`config.mk`:
```
export PLATFORM = sky130hd
export DESIGN_NAME = melody_sequencer
export DESIGN_NICKNAME = d
export VERILOG_FILES = /design/src/rtl/melody_sequencer.sv
export SDC_FILE = /design/constraint.sdc
export NUM_CORES = 1
export LEC_CHECK = 0
export CAP_MARGIN = 20
export CORE_ASPECT_RATIO = 0.9
export CORE_MARGIN = 2
export CORE_UTILIZATION = 60
export DETAILED_ROUTE_END_ITERATION = 8
export MAX_ROUTING_LAYER = met4
export PLACE_DENSITY = 0.83
export SYNTH_ARGS = -nofsm -noshare
export SYNTH_HDL_FRONTEND = slang
export SYNTH_SLANG_ARGS = --single-unit
```
`constraint.sdc`:
```
create_clock -name clk -period 4.4 [get_ports clk]
set_clock_uncertainty 0.1 [all_clocks]
set_input_delay 0.88 -clock clk [delete_from_list [all_inputs] [get_ports clk]]
set_output_delay 0.88 -clock clk [all_outputs]
set_load 0.005 [all_outputs]
```
`src/rtl/melody_sequencer.sv`:
```
// melody_sequencer: steps through a fixed 16-entry song table and drives a
// one-hot note select for music_notes. Each note plays for dur tempo ticks,
// followed by GAP_TICKS silent ticks. All outputs come straight from flops.
module melody_sequencer #(
   parameter int TICK_DIV  = 50000,
   parameter int GAP_TICKS = 1
) (
   input  logic       clk,
   input  logic       rst,
   input  logic       start,
   input  logic       stop,
   input  logic       loop_en,
   output logic [7:0] note_sel,
   output logic       busy,
   output logic       done,
   output logic [3:0] step_idx
);

   localparam int             CW        = $clog2(TICK_DIV);
   localparam logic [CW-1:0]  TICK_MAX  = CW'(TICK_DIV - 1);
   localparam logic [2:0]     GAP_LOAD  = 3'(GAP_TICKS);
   localparam logic [3:0]     LAST_STEP = 4'd15;

   typedef enum logic [1:0] {S_IDLE, S_PLAY, S_GAP} state_t;

   // Valid/ready does not apply here: start/stop/loop_en are plain levels
   // sampled on every rising edge; outputs change only on clock edges or reset.

   // Song table: entries 0-7 ascend with 1-tick notes, 8-15 descend with 2-tick notes.
   function automatic logic [2:0] note_of(input logic [3:0] idx);
      return idx[3] ? ~idx[2:0] : idx[2:0];
   endfunction

   function automatic logic [2:0] dur_of(input logic [3:0] idx);
      return idx[3] ? 3'd2 : 3'd1;
   endfunction

   state_t        state_q, state_d;
   logic [3:0]    step_q, step_d;
   logic [CW-1:0] cnt_q, cnt_d;
   logic [2:0]    rem_q, rem_d;
   logic [7:0]    note_sel_q, note_sel_d;
   logic          busy_q, busy_d;
   logic          done_q, done_d;
   logic          tick;
   logic          step_end;

   assign tick = (cnt_q == TICK_MAX);

   // Next-state, counters and registered-output values.
   always_comb begin
      state_d  = state_q;
      step_d   = step_q;
      cnt_d    = cnt_q;
      rem_d    = rem_q;
      done_d   = 1'b0;
      step_end = 1'b0;

      case (state_q)
         S_IDLE: begin
            cnt_d = '0;
            if (start && !stop) begin
               state_d = S_PLAY;
               step_d  = '0;
               rem_d   = dur_of(4'd0);
            end
         end
         S_PLAY: begin
            cnt_d = tick ? '0 : cnt_q + 1'b1;
            if (tick) begin
               if (rem_q == 3'd1) begin
                  if (GAP_TICKS != 0) begin
                     state_d = S_GAP;
                     rem_d   = GAP_LOAD;
                     cnt_d   = '0;
                  end else begin
                     step_end = 1'b1;
                  end
               end else begin
                  rem_d = rem_q - 3'd1;
               end
            end
         end
         S_GAP: begin
            cnt_d = tick ? '0 : cnt_q + 1'b1;
            if (tick) begin
               if (rem_q == 3'd1) begin
                  step_end = 1'b1;
               end else begin
                  rem_d = rem_q - 3'd1;
               end
            end
         end
         default: begin
            state_d = S_IDLE;
            cnt_d   = '0;
         end
      endcase

      // End of a note+gap pair: advance, wrap on loop, or finish the song.
      if (step_end) begin
         cnt_d = '0;
         if (step_q != LAST_STEP) begin
            state_d = S_PLAY;
            step_d  = step_q + 4'd1;
            rem_d   = dur_of(step_q + 4'd1);
         end else if (loop_en) begin
            state_d = S_PLAY;
            step_d  = '0;
            rem_d   = dur_of(4'd0);
         end else begin
            state_d = S_IDLE;
            rem_d   = '0;
            done_d  = 1'b1;
         end
      end

      // stop overrides everything, including a simultaneous start or song end.
      if (stop) begin
         state_d = S_IDLE;
         step_d  = '0;
         cnt_d   = '0;
         rem_d   = '0;
         done_d  = 1'b0;
      end

      note_sel_d = (state_d == S_PLAY) ? (8'd1 << note_of(step_d)) : 8'd0;
      busy_d     = (state_d != S_IDLE);
   end

   // State and output registers; reset clears everything asynchronously.
   always_ff @(posedge clk or posedge rst) begin
      if (rst) begin
         state_q    <= S_IDLE;
         step_q     <= '0;
         cnt_q      <= '0;
         rem_q      <= '0;
         note_sel_q <= '0;
         busy_q     <= 1'b0;
         done_q     <= 1'b0;
      end else begin
         state_q    <= state_d;
         step_q     <= step_d;
         cnt_q      <= cnt_d;
         rem_q      <= rem_d;
         note_sel_q <= note_sel_d;
         busy_q     <= busy_d;
         done_q     <= done_d;
      end
   end

   assign note_sel = note_sel_q;
   assign busy     = busy_q;
   assign done     = done_q;
   assign step_idx = step_q;

endmodule

```
; ---- Yosys cells after proc, flatten, opt, wreduce, memory -nomap -nowiden
; Cells that the tools add are included.
[totals]
ram_bits = 0
rom_bits = 0
latch_bits = 0
in_bits = 5
reg_bits = 35
n_memories = 0
out_inout_bits = 14
elab_cells = 68
[classes]
magnitude_cmp = 0
n_bitwise = 1
n_mul = 0
muxes = 40
addsub = 3
shifts = 1
reduce_logical = 6
n_div = 0
eq_ne = 10
[ops]
columns = cell, n
row1 = 16-bit two-way mux, 5
row2 = 16-bit one-hot mux with 2 select lines, 1
row3 = 3-bit two-way mux, 8
row4 = 4-bit two-way mux, 6
row5 = 4-bit != test (second input constant), 5
row6 = 16-bit by 1-bit adder with 16-bit output (second input constant), 1
row7 = 16-bit == test (second input constant), 1
row8 = 2-bit two-way mux, 7
row9 = 1-bit two-way mux, 10
row10 = 3-bit one-hot mux with 3 select lines, 1
row11 = 8-bit two-way mux, 1
row12 = 1-bit by 3-bit << shifter with 8-bit output (first input constant), 1
row13 = 2-bit one-hot mux with 3 select lines, 1
row14 = 5-bit AND reduction, 1
row15 = 5-bit nonzero test, 1
row16 = 4-bit by 1-bit adder with 4-bit output (second input constant), 1
row17 = 2-bit by 1-bit == test with 1-bit output (second input constant), 2
row18 = 3-bit by 1-bit == test with 1-bit output (second input constant), 1
row19 = 3-bit inverter, 1
row20 = 3-bit by 1-bit subtractor with 3-bit output (second input constant), 1
row21 = 2-bit == test (second input constant), 1
row22 = 2-bit zero test, 1
row23 = 2-bit nonzero test, 1
row24 = 1-bit logical AND, 1
row25 = 1-bit zero test, 1

; ---- Depth between registers and ports, before layout
; Gate-level depths: netlist (run 1).
[depth]
ltp_word = 12
depth_mapped = 9
mapped_depth_nobuf = 8

; ---- Worst setup path after synthesis (run 1)
; No wires, ideal clock.
[synth_timing]
path_kind = input to register
start = input loop_en
end = register note_sel_q[3] (netlist: note_sel[3])
setup_time_ns = 0.101
path_buffers = 0
arrival_time_ns = 2.395
required_time_ns = 4.199
path_slack_ns = 1.804
stages = 6
cell_sequence = nand4b_1 and3_2 a21oi_4 a221oi_2 or4_4 nor4_1
[synth_between]
elab_chain_cells = 8
word_cells_on_any_way = 13
cone_classes = eq/ne (1) / shift (1) / mux (10) / bitwise (1)
[synth_rtl]
columns = element, line
row1 = from (decl), 12  ; input logic loop_en,
row2 = 4-bit two-way mux, 107  ; end else if (loop_en) begin
row3 = 4-bit two-way mux, 103  ; if (step_q != LAST_STEP) begin
row4 = 4-bit two-way mux, 101  ; if (step_end) begin
row5 = 4-bit two-way mux, 119  ; if (stop) begin
row6 = 3-bit inverter, 31  ; return idx[3] ? ~idx[2:0] : idx[2:0];
row7 = 3-bit two-way mux, 31
row8 = 1-bit by 3-bit << shifter with 8-bit output, 127  ; note_sel_d = (state_d == S_PLAY) ? (8'd1 << note_of(step_d)) : 8'd0;
row9 = 8-bit two-way mux (*), 127
row10 = named net note_sel_d[3], 42  ; logic [7:0] note_sel_q, note_sel_d;
row11 = to (signal assigned), 146  ; note_sel_q <= note_sel_d;
row12 = to (decl), 42
; The timed path passes the listed nets; every way through them passes the cells marked *.
; A chain may end at the register's enable or synchronous reset.

; ---- Worst setup path in the final report (run 1)
[layout_timing]
start = input stop
end = register note_sel_q[3] (netlist: note_sel[3])
[layout_between]
elab_chain_cells = 12
word_cells_on_any_way = 17
cone_classes = eq/ne (1) / shift (1) / mux (12) / bitwise (1) / reduce/logical (2)
[layout_rtl]
columns = element, line
row1 = from (decl), 11  ; input logic stop,
row2 = 1-bit zero test, 62  ; if (start && !stop) begin
row3 = 1-bit logical AND, 62
row4 = 4-bit two-way mux, 62
row5 = 4-bit two-way mux, 59  ; case (state_q)
row6 = 4-bit two-way mux, 107
row7 = 4-bit two-way mux, 103
row8 = 4-bit two-way mux, 101
row9 = 4-bit two-way mux, 119
row10 = 3-bit inverter, 31
row11 = 3-bit two-way mux, 31
row12 = 1-bit by 3-bit << shifter with 8-bit output, 127
row13 = 8-bit two-way mux (*), 127
row14 = named net note_sel_d[3], 42
; Marked as above.

==> qor.yml, run 1 <==
grt:
  maximum_number_of_pins_on_one_net_before_global_route_repair: 21
  overflow: 0
  globalRouteTotalUtil: 0.265
  grt_antenna_before_repair: 0
  global_route_wire_length_before_repair_um: 7700
  first_global_vias: 1624
logic_synthesis:
  yosys_warnings: 0
  async_reset_ff_frac: 1.00
  syn_inst: 222
  synth_seq_area_share: 0.419
  synth.distinct_cells: 53
  synthFlopType: "dfrtp_1"
  post_synth.cell_area_avg_um2: 9.42
  synthesized_flop_and_latch_total: 35
  syn_area_um2: 2090
  postSynthNetCount: 235
  post_synth_edffs: 0
final_layout:
  post_route_core_utilization: 0.711
  final_common_cell: "dfrtp_1"
  num-nets-final: 252
  final_cell_area_um2: 2380
  num_antenna_cells: 0
  final_layout_size_suffix_gt1_frac: 0.0958
  most_used_cells_in_the_layout_excluding_fill_and_tap_cells: "dfrtp_1, nor2_1, clkdlybuf4s50_1, nand2_1, inv_1"
  final_cells: 284
  areaGrowthSynthToFinish_pct: 14.0
setup_path:
  cp.arrival_ns: 3.08
  timing.critical_path.to_type: "flop"
  timing.setup.critical_path_class: "primary input to flop"
  worst-r2r-setup-slack_ns: 1.50
  critical_path_peak_fanout: 20
  reg2regPathDepth: 7
  slowest_stage: "or4_4"
  path_cells: "clkdlybuf4s50_1 > buf_4 > and3b_1 > a21oi_4 > a221oi_2 > or4_4 > nor4_1"
  worstSetupStartpointType: "primary input"
  path_buf_inv: 2
  cpPeakStageDelay_ns: 0.57
  timing.critical_path.max_delay_family: "simple AND/OR/NAND/NOR gates"
  worst_r2r_endpoint: "note_sel[3]$_DFF_PP0_"
  timing.critical_path.required_ns: 4.48
  r2r-start: "step_idx[0]$_DFF_PP0_"
routing:
  routed-via-count: 1695
  first_iter_violations: 142
  vias_per_cell: 5.97
  postRouteAntennaNets: 0
  wl_per_cell_um: 15.6
  finalWirelength_um: 4430
  count_of_unresolved_drc_violations_after_routing: 0
  firstDrtPassIters: 4
timing:
  timing.final.max_slew_violations: 0
  setup_tns_ns: 0
  report.final.setup_viol: 0
  worst_slack_ns: 1.40
  worst_pin_slew_ns: 0.767
  headroom_to_the_max_slew_limit: 0.484
  rsz0062_at_grt: "no"
  post-route-min-period_ns: 3.00
  number_of_endpoints_with_negative_hold_slack_in_the_final_report: 0
  fin_crit_sh: 0.682
  maxClockFrequency_ghz: 0.333
  hold_slack_ns: 0.366
cts:
  post-cts-setup-buffer-count: 0
  clock_tree_from_tritoncts: "built"
  cts.reportedPaths.clkPinSlew_ns: 0.07
  clock_sinks: 35
  insertion_delay_ns: 0.29
  total_of_cells_resized_after_clock_tree_synthesis: 0
  cts_buffer_depth: 2
  htreeDepth: 2
  cts_root_buffer: "clkbuf_8"
  cts_inserted_buffers: 5
  postCtsHoldBufs: 0
floorplanning:
  ioPinCount: 19
  chipHeight_um: 60
  placement_rows: 20
  design.die.area_um2: 3970
  fp.dieW_um: 66.2
  core_region_area_um2: 3350
  initial_core_util: 0.624
status:
  run_status: "complete, no violations"
placed_design:
  numPlacedInstances: 276
  port_buffers: 18
  placed_area_um2: 2280
  place_worst_setup_slack_ns: 1.14
  routabilityCongestion: 0.981
  place_hpwl_um: 3140
power_and_ir_drop:
  post-layout-total-power_uw: 651
  ir_worst_vdd_v: 0.000174
  static_leak_nw: 0.990
  power_per_cell_area_nw_per_um2: 273
job:
  max_cap_violations: 0
hold_path:
  worst_hold_path.num_cells: 1
  worstHoldEndpoint: "cnt_q[0]$_DFF_PP0_"
  min_path_type: "flop to flop"
  worstHoldStart: "cnt_q[0]$_DFF_PP0_"
routing by layer:
layer | track usage | wire (um) | part of all wire
met2 | 0.397 | 1980 | 0.45
met3 | 0.0452 | 193 | 0.044
met1 | 0.364 | 2170 | 0.49
met5 | - | 0 | 0
met4 | 0.0991 | 89 | 0.020
power breakdown:
| part | total (mW) | switching, mW | internal, mW |
|---|---|---|---|
| registers | 0.332 | 0.00448 | 0.327 |
| logic | 0.0607 | 0.0352 | 0.0255 |
| clock network | 0.258 | 0.116 | 0.142 |
worst max-delay path by stage:
stage	start	endpoint	slack, ns	cells past startpoint
3_3_place_gp	stop	note_sel[5]$_DFF_PP0_	1.25	7
3_5_place_dp	stop	note_sel[3]$_DFF_PP0_	1.14	7
5_1_grt	stop	note_sel[3]$_DFF_PP0_	1.22	8
2_1_floorplan	loop_en	note_sel[3]$_DFF_PP0_	1.80	6
6_report	stop	note_sel[3]$_DFF_PP0_	1.40	7
4_1_cts	stop	note_sel[3]$_DFF_PP0_	1.42	7
registers in the layout, summed over array words and instances, names as in the netlist:
signal	cells
note_sel	8
busy	1
rem_q	3
state_q	2
step_idx	4
done	1
cnt_q	16
layout make-up:
class	count	area, um2
timing repair buffer	20	195
fill	280	970
clock inverter	1	7.51
multi-input combinational	165	1110
clock buffer	7	96.3
sequential	35	876
tap	44	55.1
inverter	12	45.0
cells in the mapped netlist, drive strengths merged (2+ instances only):
cell	instances	area, um2
nor4b	2	38.8
nand2b	5	31.3
a31oi	2	12.5
and3b	2	17.5
dfrtp	35	876
clkbuf	5	18.8
a21o	2	16.3
nand4	2	12.5
nand3b	2	15.0
xor2	7	61.3
a21oi	10	61.3
nand3	10	50.1
o211ai	2	15.0
buf	5	42.5
inv	12	45.0
nor3	4	20.0
nor2	27	101
and4	3	27.5
and3	9	58.8
o21ai	8	40.0
a211oi	2	15.0
nor4	10	62.6
nand4b	2	17.5
and2	5	33.8
ha	8	100
o22ai	2	12.5
nand2	13	48.8
a221oi	3	32.5
xnor2	7	61.3
nor2b	2	12.5
or4	3	30.0
logic make-up after synthesis:
group                    synth area share
AO/OA/AOI/OAI                       0.133
XOR/XNOR                           0.0586
adder cells (fa/ha/maj)            0.0479
buffers and inverters              0.0509
flip-flops                          0.419
AND/OR/NAND/NOR                     0.290
(Power assumes the default switching activity.)
==> run 2: changes to the inputs <==
--- a/config.mk
+++ b/config.mk
@@ -8,10 +8,10 @@
 export CAP_MARGIN = 20
 export CORE_ASPECT_RATIO = 0.9
 export CORE_MARGIN = 2
-export CORE_UTILIZATION = 60
+export CORE_UTILIZATION = 51
 export DETAILED_ROUTE_END_ITERATION = 8
 export MAX_ROUTING_LAYER = met4
-export PLACE_DENSITY = 0.83
+export PLACE_DENSITY = 0.75
 export SYNTH_ARGS = -nofsm -noshare
 export SYNTH_HDL_FRONTEND = slang
 export SYNTH_SLANG_ARGS = --single-unit
==> constraint.sdc (replaced) <==
create_clock -name clk -period 2.55 [get_ports clk]
set_clock_uncertainty 0.1 [all_clocks]
set_input_delay 0.51 -clock clk [delete_from_list [all_inputs] [get_ports clk]]
set_output_delay 0.51 -clock clk [all_outputs]
set_load 0.005 [all_outputs]
==> qor.yml, run 2 (synthesis results as in run 1) <==
status:
  run_status: "complete, no violations"  # unchanged
hold_path:
  min_path_type: "flop to flop"  # unchanged
  worstHoldEndpoint: "cnt_q[0]$_DFF_PP0_"  # unchanged
  worst_hold_path.num_cells: 1  # unchanged
  worstHoldStart: "cnt_q[0]$_DFF_PP0_"  # unchanged
setup_path:
  cpPeakStageDelay_ns: 0.59  # was 0.57 ns
  critical_path_peak_fanout: 6  # was 20
  reg2regPathDepth: 7  # unchanged
  path_cells: "nor4bb_1 > buf_4 > and3_2 > and2_4 > a221oi_1 > or4_4 > nor4_1"  # was clkdlybuf4s50_1 > buf_4 > and3b_1 > a21oi_4 > a221oi_2 > or4_4 > nor4_1
  worst_r2r_endpoint: "note_sel[5]$_DFF_PP0_"  # was note_sel[3]$_DFF_PP0_
  timing.setup.critical_path_class: "flop to flop"  # was primary input to flop
  slowest_stage: "or4_4"  # unchanged
  cp.arrival_ns: 2.60  # was 3.08 ns
  r2r-start: "cnt_q[13]$_DFF_PP0_"  # was step_idx[0]$_DFF_PP0_
  timing.critical_path.required_ns: 2.63  # was 4.48 ns
  path_buf_inv: 1  # was 2
  timing.critical_path.max_delay_family: "simple AND/OR/NAND/NOR gates"  # unchanged
  timing.critical_path.to_type: "flop"  # unchanged
  worst-r2r-setup-slack_ns: 0.04  # was 1.50 ns
  worstSetupStartpointType: "flop"  # was primary input
timing:
  worst_pin_slew_ns: 0.591  # was 0.767 ns
  timing.final.max_slew_violations: 0  # unchanged
  worst_slack_ns: 0.0362  # was 1.40 ns
  report.final.setup_viol: 0  # unchanged
  setup_tns_ns: 0  # unchanged
  maxClockFrequency_ghz: 0.398
  hold_slack_ns: 0.357  # was 0.366 ns
  fin_crit_sh: 0.986
  post-route-min-period_ns: 2.51
  rsz0062_at_grt: "yes"  # was no
  headroom_to_the_max_slew_limit: 0.606  # was 0.484
  number_of_endpoints_with_negative_hold_slack_in_the_final_report: 0  # unchanged
grt:
  global_route_wire_length_before_repair_um: 7540  # was 7700 um
  overflow: 0  # unchanged
  first_global_vias: 1639  # was 1,624
  globalRouteTotalUtil: 0.213  # was 0.265
  maximum_number_of_pins_on_one_net_before_global_route_repair: 36  # was 21
  grt_antenna_before_repair: 0  # unchanged
final_layout:
  number_of_flip_flops_in_the_largest_register: 16  # unchanged
  total_area_of_sequential_cells_um2: 877  # was 876 um2
  reg_with_most_ffs: "cnt_q"  # unchanged
  num-nets-final: 271  # was 252
  post_route_core_utilization: 0.640  # was 0.711
  num_antenna_cells: 0  # unchanged
  final_layout_size_suffix_gt1_frac: 0.208  # was 0.0958
  multi_input_combinational_cell_area_um2: 1170  # was 1110 um2
  fill_cells: 348  # was 280
  final_cell_area_um2: 2570  # was 2380 um2
  areaGrowthSynthToFinish_pct: 23.0  # was 14.0%
  final_cells: 307  # was 284
  final_common_cell: "dfrtp_1"  # unchanged
  most_used_cells_in_the_layout_excluding_fill_and_tap_cells: "dfrtp_1, nor2_1, buf_4, clkdlybuf4s50_1"  # was dfrtp_1, nor2_1, clkdlybuf4s50_1, nand2_1, inv_1
floorplanning:
  initial_core_util: 0.520  # was 0.624
  fp.dieW_um: 71.5  # was 66.2 um
  ioPinCount: 19  # unchanged
  design.die.area_um2: 4630  # was 3970 um2
  core_region_area_um2: 4020  # was 3350 um2
  chipHeight_um: 64.7  # was 60 um
  placement_rows: 22  # was 20
routing:
  vias_per_cell: 5.82  # was 5.97
  firstDrtPassIters: 4  # unchanged
  postRouteAntennaNets: 0  # unchanged
  count_of_unresolved_drc_violations_after_routing: 0  # unchanged
  wl_per_cell_um: 14.6  # was 15.6 um
  finalWirelength_um: 4500  # was 4430 um
  routed-via-count: 1786  # was 1,695
  first_iter_violations: 172  # was 142
placed_design:
  numPlacedInstances: 298  # was 276
  place_hpwl_um: 3200  # was 3140 um
  place_worst_setup_slack_ns: -0.168  # was 1.14 ns
  port_buffers: 18  # unchanged
  placed_area_um2: 2420  # was 2280 um2
  routabilityCongestion: 0.873  # was 0.981
cts:
  htreeDepth: 2  # unchanged
  clock_tree_from_tritoncts: "built"  # unchanged
  clock_sinks: 35  # unchanged
  cts.reportedPaths.clkPinSlew_ns: 0.07  # about the same
  insertion_delay_ns: 0.29  # about the same
  cts_root_buffer: "clkbuf_8"  # unchanged
  cts_inserted_buffers: 5  # unchanged
  cts_buffer_depth: 2  # unchanged
power_and_ir_drop:
  static_leak_nw: 1.08  # was 0.990 nW
  power_per_cell_area_nw_per_um2: 419  # was 273 nW/um2
  post-layout-total-power_mw: 1.08  # was 651 uW
  ir_worst_vdd_v: 0.000230  # was 0.000174 V
job:
  max_cap_violations: 0  # unchanged
-- run 2: how the worst max path moves through the flow --
stage | startpoint | endpoint | slack (ns) | depth (start not counted)
after floorplan | cnt_q[0]$_DFF_PP0_ | note_sel[3]$_DFF_PP0_ | 0.13 | 9
after global placement | loop_en | note_sel[2]$_DFF_PP0_ | -0.10 | 8
after detailed placement | loop_en | note_sel[1]$_DFF_PP0_ | -0.17 | 7
after CTS | cnt_q[0]$_DFF_PP0_ | note_sel[2]$_DFF_PP0_ | 0.04 | 8
after global routing | state_q[0]$_DFF_PP0_ | note_sel[7]$_DFF_PP0_ | -0.05 | 8
final | cnt_q[13]$_DFF_PP0_ | note_sel[5]$_DFF_PP0_ | 0.04 | 7
-- run 2: cell type report --
| type | count | share of cell area |
|---|---|---|
| clock buffer | 6 | 0.0282 |
| clock inverter | 2 | 0.00487 |
| inverter | 12 | 0.0175 |
| multi-input combinational | 165 | 0.454 |
| sequential | 35 | 0.341 |
| tap | 48 | 0.0234 |
| timing repair buffer | 39 | 0.131 |
-- run 2: power breakdown --
group	switching (mW)	total (mW)	internal (mW)
sequential	0.00564	0.570	0.565
clock	0.196	0.387	0.191
combinational	0.0671	0.120	0.0529
-- run 2: timing repair --
item | in CTS | in global routing
gates resized for setup | 0 | 14
setup endpoints to repair | 0 | 8
hold buffers | 0 | 0
setup buffers | 0 | 1
-- run 2: layer usage --
layer,wire length [um],vias to the layer above,global-route usage
met5,0,-,-
met4,57,0,0.0660
met3,168,9,0.0373
met2,2080,49,0.309
met1,2190,862,0.304
li1,-,866,-
==> run 3: changes to the inputs <==
--- a/config.mk
+++ b/config.mk
@@ -12,6 +12,7 @@
 export DETAILED_ROUTE_END_ITERATION = 8
 export MAX_ROUTING_LAYER = met4
 export PLACE_DENSITY = 0.75
+export SETUP_SLACK_MARGIN = 0.02
 export SYNTH_ARGS = -nofsm -noshare
 export SYNTH_HDL_FRONTEND = slang
 export SYNTH_SLANG_ARGS = --single-unit
==> qor.yml, run 3 (synthesis results as in run 1) <==
hold_path:
  worstHoldStart: "cnt_q[0]$_DFF_PP0_"  # unchanged
  worstHoldEndpoint: "cnt_q[0]$_DFF_PP0_"  # unchanged
  worst_hold_path.num_cells: 1  # unchanged
  min_path_type: "flop to flop"  # unchanged
floorplanning:
  placement_rows: 22  # unchanged
  fp.dieW_um: 71.5  # unchanged
  design.die.area_um2: 4630  # unchanged
  initial_core_util: 0.520  # unchanged
  ioPinCount: 19  # unchanged
  chipHeight_um: 64.7  # unchanged
  core_region_area_um2: 4020  # unchanged
cts:
  clock_sinks: 35  # unchanged
  cts_root_buffer: "clkbuf_8"  # unchanged
  cts.reportedPaths.clkPinSlew_ns: 0.07  # about the same
  htreeDepth: 2  # unchanged
  insertion_delay_ns: 0.29  # about the same
  postCtsHoldBufs: 0  # unchanged
  cts_inserted_buffers: 5  # unchanged
  cts_buffer_depth: 2  # unchanged
  clock_tree_from_tritoncts: "built"  # unchanged
timing:
  timing.final.max_slew_violations: 0  # unchanged
  worst_pin_slew_ns: 0.649  # was 0.591 ns
  report.final.setup_viol: 0  # unchanged
  number_of_endpoints_with_negative_hold_slack_in_the_final_report: 0  # unchanged
  worst_slack_ns: 0.0867  # was 0.0362 ns
  fin_crit_sh: 0.966  # was 0.986
  maxClockFrequency_ghz: 0.406  # was 0.398 GHz
  setup_tns_ns: 0  # unchanged
  post-route-min-period_ns: 2.46  # was 2.51 ns
  headroom_to_the_max_slew_limit: 0.564  # was 0.606
final_layout:
  total_area_of_sequential_cells_um2: 877  # unchanged
  final_common_cell: "dfrtp_1"  # unchanged
  num-nets-final: 273  # was 271
  areaGrowthSynthToFinish_pct: 27.0  # was 23.0%
  reg_with_most_ffs: "cnt_q"  # unchanged
  number_of_flip_flops_in_the_largest_register: 16  # unchanged
  multi_input_combinational_cell_area_um2: 1230  # was 1170 um2
  num_antenna_cells: 0  # unchanged
  fill_cells: 332  # was 348
  most_used_cells_in_the_layout_excluding_fill_and_tap_cells: "dfrtp_1, nor2_1, buf_4, clkdlybuf4s50_1"  # unchanged
  final_layout_size_suffix_gt1_frac: 0.241  # was 0.208
setup_path:
  worstSetupStartpointType: "flop"  # unchanged
  timing.setup.critical_path_class: "flop to flop"  # unchanged
  r2r-start: "rem_q[0]$_DFFE_PP0P_"  # was cnt_q[13]$_DFF_PP0_
  path_buf_inv: 0  # was 1
  path_cells: "ha_1 > and3b_2 > and2_4 > o211a_4 > and2_1 > or4_4 > nor4_2"  # was nor4bb_1 > buf_4 > and3_2 > and2_4 > a221oi_1 > or4_4 > nor4_1
  critical_path_peak_fanout: 8  # was 6
  worst_r2r_endpoint: "note_sel[3]$_DFF_PP0_"  # was note_sel[5]$_DFF_PP0_
  worst-r2r-setup-slack_ns: 0.09  # was 0.04 ns
  timing.critical_path.to_type: "flop"  # unchanged
  timing.critical_path.max_delay_family: "simple AND/OR/NAND/NOR gates"  # unchanged
  slowest_stage: "or4_4"  # unchanged
  timing.critical_path.required_ns: 2.64  # was 2.63 ns
  cpPeakStageDelay_ns: 0.57  # was 0.59 ns
  cp.arrival_ns: 2.55  # was 2.60 ns
  reg2regPathDepth: 7  # unchanged
routing:
  postRouteAntennaNets: 0  # unchanged
  wl_per_cell_um: 14.7  # was 14.6 um
  count_of_unresolved_drc_violations_after_routing: 0  # unchanged
  routed-via-count: 1782  # was 1,786
  finalWirelength_um: 4560  # was 4500 um
  firstDrtPassIters: 4  # unchanged
  vias_per_cell: 5.77  # was 5.82
  first_iter_violations: 149  # was 172
placed_design:
  port_buffers: 18  # unchanged
  place_worst_setup_slack_ns: -0.168  # unchanged
  place_hpwl_um: 3200  # unchanged
  routabilityCongestion: 0.873  # unchanged
power_and_ir_drop:
  ir_worst_vdd_v: 0.000232  # was 0.000230 V
  power_per_cell_area_nw_per_um2: 409  # was 419 nW/um2
  static_leak_nw: 1.11  # was 1.08 nW
grt:
  grt_antenna_before_repair: 0  # unchanged
  global_route.usage.met1: 0.304  # unchanged
  global_route_wire_length_before_repair_um: 7540  # unchanged
  global_route.usage.met3: 0.0373  # unchanged
  globalRouteTotalUtil: 0.213  # unchanged
  global_route.peak_usage_layer: "met2"  # unchanged
  maximum_number_of_pins_on_one_net_before_global_route_repair: 36  # unchanged
  first_global_vias: 1639  # unchanged
  overflow: 0  # unchanged
  grtUsageMet2: 0.309  # unchanged
status:
  run_status: "complete, no violations"  # unchanged
job:
  max_cap_violations: 0  # unchanged
==> run 3: cell type report <==
| class | instances | share of cell area |
|---|---|---|
| clock buffer | 6 | 0.0273 |
| multi-input combinational | 165 | 0.464 |
| timing repair buffer | 41 | 0.134 |
| tap | 48 | 0.0226 |
| clock inverter | 2 | 0.00471 |
| inverter | 12 | 0.0170 |
| sequential | 35 | 0.330 |
==> run 3: how the worst max path moves through the flow <==
stage                                    start               endpoint  slack (ns)  cells after the start
final                     rem_q[0]$_DFFE_PP0P_  note_sel[3]$_DFF_PP0_        0.09                      7
after global routing      state_q[1]$_DFF_PP0_  note_sel[6]$_DFF_PP0_       -0.01                      8
after CTS                   cnt_q[0]$_DFF_PP0_  note_sel[2]$_DFF_PP0_        0.04                      8
after detailed placement               loop_en  note_sel[1]$_DFF_PP0_       -0.17                      7
after floorplan             cnt_q[0]$_DFF_PP0_  note_sel[3]$_DFF_PP0_        0.13                      9
after global placement                 loop_en  note_sel[2]$_DFF_PP0_       -0.10                      8
==> run 3: metal layers <==
metal,share of wire,vias to the layer above
met3,0.041,4
met1,0.48,863
li1,-,869
met4,0.0081,0
met5,0,-
met2,0.47,46
==> run 3: worst register-to-register path, delay by kind of cell (launching register included) <==
family,cells,cell delay [ns]
adder cells (fa/ha/maj),1,0.23
AND/OR/NAND/NOR,5,1.48
flip-flops,1,0.40
AO/OA/AOI/OAI,1,0.16
==> run 3: power by group <==
part | internal, mW | total (mW) | switching, mW | leakage [nW]
clock | 0.191 | 0.391 | 0.200 | 0.0412
combinational | 0.0554 | 0.125 | 0.0694 | 0.587
sequential | 0.565 | 0.570 | 0.00568 | 0.485
==> run 3: metrics by stage <==
stage | total power [mW] | util | hold slack [ns] | instances | area [um2]
finish | 1.09 | 0.661 | 0.356 | 309 | 2660
global route | 1.13 | 0.661 | 0.390 | 309 | 2660
CTS | 1.08 | 0.623 | 0.361 | 306 | 2500
detailed placement | 0.693 | 0.602 | 0.351 | 298 | 2420
global placement | 0.688 | 0.602 | 0.343 | 298 | 2420
floorplan | 0.652 | - | 0.325 | 222 | 2090
==> run 3: timing repair <==
item | in CTS | in global routing
setup endpoints to repair | 0 | 8
buffers inserted | 0 | 3
resized for setup | 0 | 28
endpoints found under the hold margin | 0 | 0
